`config.mk`:
```
export PLATFORM = sky130hd
export DESIGN_NAME = regfile_mp
export DESIGN_NICKNAME = d
export VERILOG_FILES = /design/src/rtl/regfile_mp_pkg.sv /design/src/rtl/regfile_scoreboard.sv /design/src/rtl/regfile_mp.sv
export SDC_FILE = /design/constraint.sdc
export NUM_CORES = 2
export LEC_CHECK = 0
export ABC_AREA = 1
export CORE_ASPECT_RATIO = 0.6
export CORE_MARGIN = 5
export CORE_UTILIZATION = 25
export DETAILED_ROUTE_END_ITERATION = 8
export PLACE_DENSITY_LB_ADDON = 0.05
export RECOVER_POWER = 25
export SLEW_MARGIN = 20
export SYNTH_ARGS = -nofsm -noshare
export SYNTH_HDL_FRONTEND = slang
export SYNTH_SLANG_ARGS = --single-unit
export TNS_END_PERCENT = 100
```
`constraint.sdc`:
```
create_clock -name clk -period 6.25 [get_ports clk]
set_clock_uncertainty 0.05 [all_clocks]
set_input_delay 0.625 -clock clk [delete_from_list [all_inputs] [get_ports clk]]
set_output_delay 0.625 -clock clk [all_outputs]
set_load 0.02 [all_outputs]
```
`src/rtl/regfile_mp_pkg.sv`:
```
// Shared defaults and FSM encoding for the multi-port integer register file.
package regfile_mp_pkg;
  localparam int XLEN_DEF = 32;
  localparam int NREG_DEF = 32;
  localparam logic [XLEN_DEF-1:0] ZeroWord = '0;

  // Zero-init sequencer states
  typedef enum logic {
    ST_INIT = 1'b0,
    ST_RUN  = 1'b1
  } state_e;
endpackage

```
`src/rtl/regfile_scoreboard.sv`:
```
// Busy-bit scoreboard: one flag per register, set on issue, cleared by writeback.
// Per read port lookup reports an outstanding producer unless the value is
// being written back in the same cycle (the bypass already supplies it).
module regfile_scoreboard #(
  parameter int NREG = 32,
  parameter int NRD  = 2,
  parameter int NWR  = 2,
  localparam int AW  = $clog2(NREG)
) (
  input  logic                    clk,
  input  logic                    rst_n,
  input  logic                    i_run,
  input  logic [NWR-1:0]          i_we,
  input  logic [NWR-1:0][AW-1:0]  i_waddr,
  input  logic                    i_iss_en,
  input  logic [AW-1:0]           i_iss_addr,
  input  logic [NRD-1:0]          i_re,
  input  logic [NRD-1:0][AW-1:0]  i_raddr,
  output logic [NRD-1:0]          o_rbusy
);
  logic [NREG-1:0] r_busy;
  logic [NREG-1:0] w_set;
  logic [NREG-1:0] w_clr;
  logic [NREG-1:0] w_busy_nxt;

  // Decode issue (set) and writeback (clear) one-hot vectors
  always_comb begin
    w_set = '0;
    w_clr = '0;
    if (i_run && i_iss_en && i_iss_addr != '0) w_set[i_iss_addr] = 1'b1;
    for (int i = 0; i < NWR; i++)
      if (i_run && i_we[i]) w_clr[i_waddr[i]] = 1'b1;
    // set beats clear: the issuing instruction is a newer producer
    w_busy_nxt = (r_busy & ~w_clr) | w_set;
    w_busy_nxt[0] = 1'b0;
  end

  // Busy flags, cleared asynchronously on reset
  always_ff @(posedge clk or negedge rst_n) begin
    if (!rst_n) r_busy <= '0;
    else        r_busy <= w_busy_nxt;
  end

  // Per-port hazard lookup, masked by a same-cycle writeback to that register
  always_comb begin
    o_rbusy = '0;
    for (int j = 0; j < NRD; j++) begin
      logic w_hit;
      w_hit = 1'b0;
      for (int i = 0; i < NWR; i++)
        if (i_we[i] && i_waddr[i] == i_raddr[j]) w_hit = 1'b1;
      o_rbusy[j] = i_run && i_re[j] && (i_raddr[j] != '0) &&
                   r_busy[i_raddr[j]] && !w_hit;
    end
  end
endmodule

```
`src/rtl/regfile_mp.sv`:
```
// Parametrised NRD-read / NWR-write integer register file with write-through
// bypass, hardwired x0, busy-bit scoreboard and a post-reset zero-init pass.
module regfile_mp
  import regfile_mp_pkg::*;
#(
  parameter int XLEN = XLEN_DEF,
  parameter int NREG = NREG_DEF,
  parameter int NRD  = 2,
  parameter int NWR  = 2,
  localparam int AW  = $clog2(NREG)
) (
  input  logic                clk,
  input  logic                rst,
  input  logic [NWR-1:0]      we,
  input  logic [NWR*AW-1:0]   waddr,
  input  logic [NWR*XLEN-1:0] wdata,
  input  logic [NRD-1:0]      re,
  input  logic [NRD*AW-1:0]   raddr,
  output logic [NRD*XLEN-1:0] rdata,
  output logic [NRD-1:0]      rbusy,
  input  logic                iss_en,
  input  logic [AW-1:0]       iss_addr,
  output logic                init_done
);
  logic [NWR-1:0][AW-1:0]   w_waddr;
  logic [NWR-1:0][XLEN-1:0] w_wdata;
  logic [NRD-1:0][AW-1:0]   w_raddr;
  logic [NRD-1:0]           w_sb_busy;
  logic                     w_run;

  state_e          r_state, w_state_nxt;
  logic [AW-1:0]   r_idx, w_idx_nxt;
  logic            r_init_done, w_done_nxt;
  logic [XLEN-1:0] r_mem [NREG];

  assign w_waddr = waddr;
  assign w_wdata = wdata;
  assign w_raddr = raddr;
  // Gate with rst directly so outputs drop in the same instant reset asserts
  assign w_run   = rst && (r_state == ST_RUN);

  // Init sequencer state register
  always_ff @(posedge clk or negedge rst) begin
    if (!rst) begin
      r_state     <= ST_INIT;
      r_idx       <= AW'(1);
      r_init_done <= 1'b0;
    end else begin
      r_state     <= w_state_nxt;
      r_idx       <= w_idx_nxt;
      r_init_done <= w_done_nxt;
    end
  end

  // Init sequencer next state: walk x1..x(NREG-1), then run forever
  always_comb begin
    w_state_nxt = r_state;
    w_idx_nxt   = r_idx;
    w_done_nxt  = r_init_done;
    case (r_state)
      ST_INIT: begin
        w_idx_nxt = r_idx + AW'(1);
        if (r_idx == AW'(NREG-1)) begin
          w_state_nxt = ST_RUN;
          w_done_nxt  = 1'b1;
        end
      end
      default: ;
    endcase
  end

  assign init_done = r_init_done;

  // Storage: zero-fill during init, otherwise prioritised writes (last port wins)
  always_ff @(posedge clk) begin
    if (r_state == ST_INIT) begin
      r_mem[r_idx] <= '0;
    end else begin
      for (int i = 0; i < NWR; i++)
        if (we[i] && w_waddr[i] != '0) r_mem[w_waddr[i]] <= w_wdata[i];
    end
  end

  // Read ports: x0 and disabled ports read zero; same-cycle writes bypass the array
  for (genvar j = 0; j < NRD; j++) begin : g_rd
    logic [XLEN-1:0] w_rd;
    always_comb begin
      w_rd = XLEN'(ZeroWord);
      if (w_run && re[j] && w_raddr[j] != '0) begin
        w_rd = r_mem[w_raddr[j]];
        for (int i = 0; i < NWR; i++)
          if (we[i] && w_waddr[i] == w_raddr[j]) w_rd = w_wdata[i];
      end
    end
    assign rdata[j*XLEN +: XLEN] = w_rd;
  end

  regfile_scoreboard #(
    .NREG(NREG), .NRD(NRD), .NWR(NWR)
  ) u_sb (
    .clk       (clk),
    .rst_n     (rst),
    .i_run     (w_run),
    .i_we      (we),
    .i_waddr   (w_waddr),
    .i_iss_en  (iss_en),
    .i_iss_addr(iss_addr),
    .i_re      (re),
    .i_raddr   (w_raddr),
    .o_rbusy   (w_sb_busy)
  );

  assign rbusy = w_sb_busy;
endmodule
```
# Word level (Yosys, flattened, before mapping)
# Memory sizes are Yosys's and may differ from the RTL's.
# Cells that the tools add are included.
totals:
  ff_bits: 38
  output_inout_bits: 67
  mem_count: 1
  ram_bits: 1024
  wordCells: 90
mem_list:
  columns: ["name", "depth", "width", "rd", "rd_ports_with_merged_regs", "write_ports", "line_no", "source"]
  rows:
  - ["r_mem", 32, 32, 2, 0, 2, "regfile_mp.sv:34", "logic [XLEN-1:0] r_mem [NREG];"]
classes:
  magnitude_cmp: 8
  add_sub_neg: 1
  muxes: 35
  bitwise: 5
  n_reduce_logical: 31
  eq_ne: 5
ops:
  columns: ["cell", "n"]
  rows:
  - ["32-bit two-way mux", 10]
  - ["32-bit bitwise OR", 2]
  - ["32-bit bitwise AND", 1]
  - ["32-bit NOT", 1]
  - ["32-bit OR reduction", 1]
  - ["5-bit by 6-bit < comparator with 1-bit output (second input constant)", 5]
  - ["5-bit nonzero test", 5]
  - ["1-bit logical AND", 22]
  - ["5-bit == test", 4]
  - ["1-bit two-way mux", 19]
  - ["1-bit demux with 5-bit select", 3]
  - ["5-bit by 1-bit >= comparator with 1-bit output (second input constant)", 3]
  - ["1-bit binary-select mux with 5-bit select", 2]
  - ["5-bit by 1-bit adder with 5-bit output (second input constant)", 1]
  - ["5-bit == test (second input constant)", 1]
  - ["5-bit two-way mux", 1]
  - ["1-bit logical NOT", 2]
  - ["2-bit AND reduction", 1]
  - ["1-bit NOT", 1]

# Logic depth before layout (Yosys ltp)
logic_depth:
  ltp_word: 10
  ltp_mapped: 14
  depth_no_buf: 12

# By module
# From an unflattened synthesis, not the netlist that was laid out.
unflattened:
  hier_cells: 9123
  area_unflattened_um2: 66289.8
modules_own_cells:
  columns: ["module", "seq_area_each_um2", "area_each_um2", "cells_per_inst", "instances"]
  rows:
  - ["regfile_mp", 30925.9, 63626.0, 8694, 1]
  - ["regfile_scoreboard", 775.7, 2663.8, 429, 1]

# Least setup slack after synthesis
# OpenSTA, ideal clock, no wires.
synth_timing:
  path_type: "input-to-reg"
  from: "input waddr[4]"
  to: "memory r_mem[7][0] (netlist bit) (enable)"
  path_stages: 9
  arrival_time_ns: 3.949
  path_slack_ns: 1.785
  setup_ns: 0.466
  path_cell_list: "buf_6 -> nor3_4 -> nand2_2 -> nand2_4 -> buf_8 -> nand2_1 -> o21ai_2 -> nand3_2 -> o21ai_0"
synth_rtl:
  columns: ["element", "line_no", "source"]
  rows:
  - ["start: declaration", "regfile_mp.sv:15", "input logic [NWR*AW-1:0] waddr,"]
  - ["end: declaration", "regfile_mp.sv:34", null]

==> results.md <==
Setup path:
- The critical path is of the input pin to register type.
- Data on the critical path arrives at its endpoint at 5.40 ns.
- The worst stage delay on the critical path is 1.32 ns.
- The data required time of the critical path is around 6.6 ns.
- The slowest stage of the critical path belongs to the cell sky130_fd_sc_hd__clkbuf_1.
- The peak fanout along the critical path is 15.
- The category of cells accounting for the largest share of critical-path delay is buffers and inverters.
- The combined buffer and inverter count along the critical path is 2.
- The launching element type of the critical path is an input pin.
- STA classifies the critical path endpoint as a register.
- Walking the worst path, the cells encountered are dlygate4sd3_1 -> nor3_1 -> nand2_2 -> nand2_1 -> nand2_1 -> o21ai_0 -> nand3_1 -> o21ai_0 -> clkbuf_1.

Synthesis:
- The leading register cell type out of synthesis is sky130_fd_sc_hd__edfxtp_1.
- Summing the sequential cell areas from Yosys gives a little under half of the chip area.
- Counting flops with a built-in enable in the synthesized netlist gives just over 1,000.
- The cell area that synthesis handed to floorplanning was ~67,000 um^2.
- The net count of the mapped netlist is between 9,000 and 10,000.
- Of all flip-flops after synthesis, the portion carrying an async set or reset was roughly 3.6%.
- Dividing the synthesized area by the synthesized cell count gives roughly 7.4 um^2.
- The biggest area consumer among synthesized cells is sky130_fd_sc_hd__edfxtp_1.
- The synthesized design contains around 1,100 register bits.
- After technology mapping, the gate count stands at approximately 9,100.
- The number of warnings reported in the yosys synthesis log is 0.
- In this run the biggest area consumer among cell types represents between 40% and 50% of the synthesized area.
- In this run, distinct cell masters in the synthesized netlist total 42.
- The leading cell type by number of instances after synthesis is sky130_fd_sc_hd__nand2_1.
- Ranked by instance count, the synthesized netlist is headed by sky130_fd_sc_hd__nand2_1, sky130_fd_sc_hd__nand3_1, sky130_fd_sc_hd__o21ai_0.
- Ranked by total cell area, the synthesized netlist is headed by sky130_fd_sc_hd__edfxtp_1, sky130_fd_sc_hd__nand2_1, sky130_fd_sc_hd__nand3_1.

Finish:
- The multi-input gate area in the final layout is approximately 30,000 um^2.
- After filler insertion, the fill cell instance count of the layout stands at about 28,000.
- Across the whole layout, storage elements account for 31,700 um^2.
- The signed area change from the synthesized netlist to the final layout is 12.5%.
- With fillers left out, the area of the finished cells amounts to 75,100 um^2.
- Once layout is complete, the utilization of the core stands at between 20% and 30%.
- The net count of the finished layout is 8,812.
- The post-route netlist has 5.64% of its cells at a drive strength greater than 1.

Pwr:
- The total net switching power is ~0.0055 W.
- The clock network burns around two fifths of the power.
- The analysis attributes to cell leakage a power of around 29 nW.
- The part of the total power dissipated in combinational logic is between 10% and 20%.
- In this run switching power makes up 30.6% of total power.
- The cell internal power dissipation is approximately 0.012 W.
- Dividing total power by cell area gives a power density of between 200 and 250 nW/um^2.
- IR analysis of the VDD net gives a maximum drop of around 0.00025 V.
- Sequential cells burn about 44% of the power.

Floorplan:
- The site row count is roughly 150.
- The floorplan die area is 278,000 um^2.
- Once the floorplan was initialized, standard cells occupied 25.2% of the core.
- Pin placement for this block handled between 150 and 200 I/O pins.
- In this run the horizontal extent of the chip is between 600 and 700 um.
- The floorplan die height is approximately 410 um.
- The area inside the core boundary is roughly 260,000 um^2.

Detailed routing:
- Dividing the detail-routed via count by the number of cells gives between 5 and 6.
- The starting DRC count in detailed routing is just under 10,000.
- Detailed routing inserted a total of roughly 67,000 vias.
- In the routed design, unresolved DRC markers number 0.
- For this block, the routed nets add up to a little under 400,000 um of wire.
- The pre-antenna-repair detailed-routing pass consisted of 6 iterations.
- The number of nets with antenna violations after detailed routing is 0.
- The per-cell routed wire length is roughly 32 um.

Clock tree:
- The clock-pin slew of the registers on the worst-case setup and hold paths is roughly 0.070 ns.
- CTS saw between 1,000 and 1,500 sinks.
- The maximum clock insertion buffer count is 3.
- Post-CTS timing repair inserted 0 buffers for setup.
- The cell at the root of the clock tree is sky130_fd_sc_hd__clkbuf_16.
- The number of gates resized after CTS was 0.
- The latest clock arrival within the worst-skew pair is a little under 0.8 ns.
- The number of buffers created by CTS is 120.
- The clock tree from TritonCTS is done.
- The H-tree level count is 3.

Global routing:
- The pin count of the biggest net entering global routing is 119.
- The first global-routing pass estimated between 500,000 and 600,000 um of wire.
- The combined global-route utilization of all metal layers is between 20% and 30%.
- The via count of the first global-routing pass is 59,500.
- The global-route congestion overflow total is 0.
- The initial antenna violation count was 20.

STA:
- In this run the tightest slew margin relative to its limit is -110%.
- Setup total negative slack on the finished layout was measured at 0 ns.
- The final cycle utilization of the critical path is approximately 81%.
- The count of pins over their slew limit is roughly 1,100.
- Setup repair after global routing left no endpoint under its margin.
- For the pin with the worst max-slew slack, the measured transition is 3.13 ns.
- The shortest period the worst path allows is 5.09 ns.
- Static timing analysis puts the maximum clock frequency at around 200 MHz.
- The final-report hold violation count is 0.
- Setup violations remaining at the end of the flow were counted as 0.

Status:
- The run finished, with violations left.
- The final reports fail on capacitance limit, slew limit.

Place:
- The placed standard-cell area is approximately 72,000 um^2.
- The half-perimeter wire length of the detailed placement result is approximately 230,000 um.
- At the end of routability-driven placement, the weighted congestion stood at approximately 0.85.
- Input and output buffers added on the ports amount to 162.

Run:
- The max-cap check violation count is 38.

Worst hold path:
- The tightest min-delay check is of the register to register type.
cell type report:
cell class | instances | area share, %
Tap cell | 3552 | 5.92
Multi-Input combinational cell | 6876 | 40.4
Clock inverter | 51 | 0.535
Inverter | 248 | 1.32
Clock buffer | 168 | 4.39
Timing Repair Buffer | 406 | 5.20
Sequential cell | 1062 | 42.2
Antenna cell | 4 | 0.0133
layout by cell type, fill, tap and decap left out, drive strengths merged:
cell type,count
nor2,232
inv,241
o211ai,17
or2,1
o21bai,1
a21o,1
diode,4
dfrtp,37
a22oi,4
clkbuf,204
bufinv,5
a32o,6
and3,3
buf,227
o22ai,8
xnor2,3
nand4,10
a31oi,6
clkinv,52
xor2,3
clkinvlp,1
dlygate4sd3,3
ha,2
o21ai,1338
nor3,20
nand2,3677
a21oi,331
nand3,1213
dfstp,1
edfxtp,1024
clkdlybuf4s50,140
power groups by stage:
stage,Sequential (W),Clock [W],Combinational (W)
global route,0.00790,0.00764,0.00288
finish,0.00790,0.00725,0.00272
floorplan,0.00805,0,0.00142
CTS,0.00790,0.00736,0.00268
global placement,0.00805,0,0.00267
detailed placement,0.00805,0,0.00268
kinds of logic (layout without fill, tap and decap cells):
group           Yosys count  count (layout)  share of synthesized area [%]
simple gates           5156            5156                           31.5
compound gates         1712            1712                           13.0
buf+inv                1124             873                           7.80
flops                  1062            1062                           47.5
xor+xnor                  6               6                         0.0788
fa+ha+maj                 2               2                         0.0375
other cells               0               4                              0
worst paths after layout:
kind	end	slack, ns	startpoint	cells after the start
worst max-delay path	r_mem[1][21]	1.16	waddr[2]	9
worst min-delay path	init_done	0.42	init_done	1
worst max register to register	r_mem[0][13]	1.35	r_state	5
worst min register to register	init_done	0.42	init_done	1
max in group asynchronous	r_idx[2]	3.32	rst	3
min in group asynchronous	u_sb.r_busy[31]	1.41	rst	3
sequential cells by signal (all words and copies together) (netlist names):
name and cells:
r_idx 5, r_mem 1024, init_done 1, u_sb.r_busy 31, r_state 1
what timing repair did:
item,in CTS,in global routing
hold buffers,1,0
setup endpoints to repair,0,0
endpoints found under the hold margin,17,0
routing by layer:
metal	vias to the layer above	GRT usage (%)	share of wire, %
li1	29700	-	-
met1	32800	41.4	48
met2	3569	39.5	41
met3	530	3.77	8.1
met4	2	7.98	3.2
met5	-	0	0.0033
metrics by stage:
stage	total power (W)	instances	hold WS, ns	setup slack, ns
5_1_grt	0.0184	12400	0.457	0.802
6_report	0.0179	12400	0.423	1.16
4_1_cts	0.0179	12400	0.435	1.38
3_3_place_gp	0.0107	12100	0.414	1.40
3_5_place_dp	0.0107	12100	0.418	1.38
2_1_floorplan	0.00947	9062	0.279	1.78
Power figures use the tool's default switching activity.
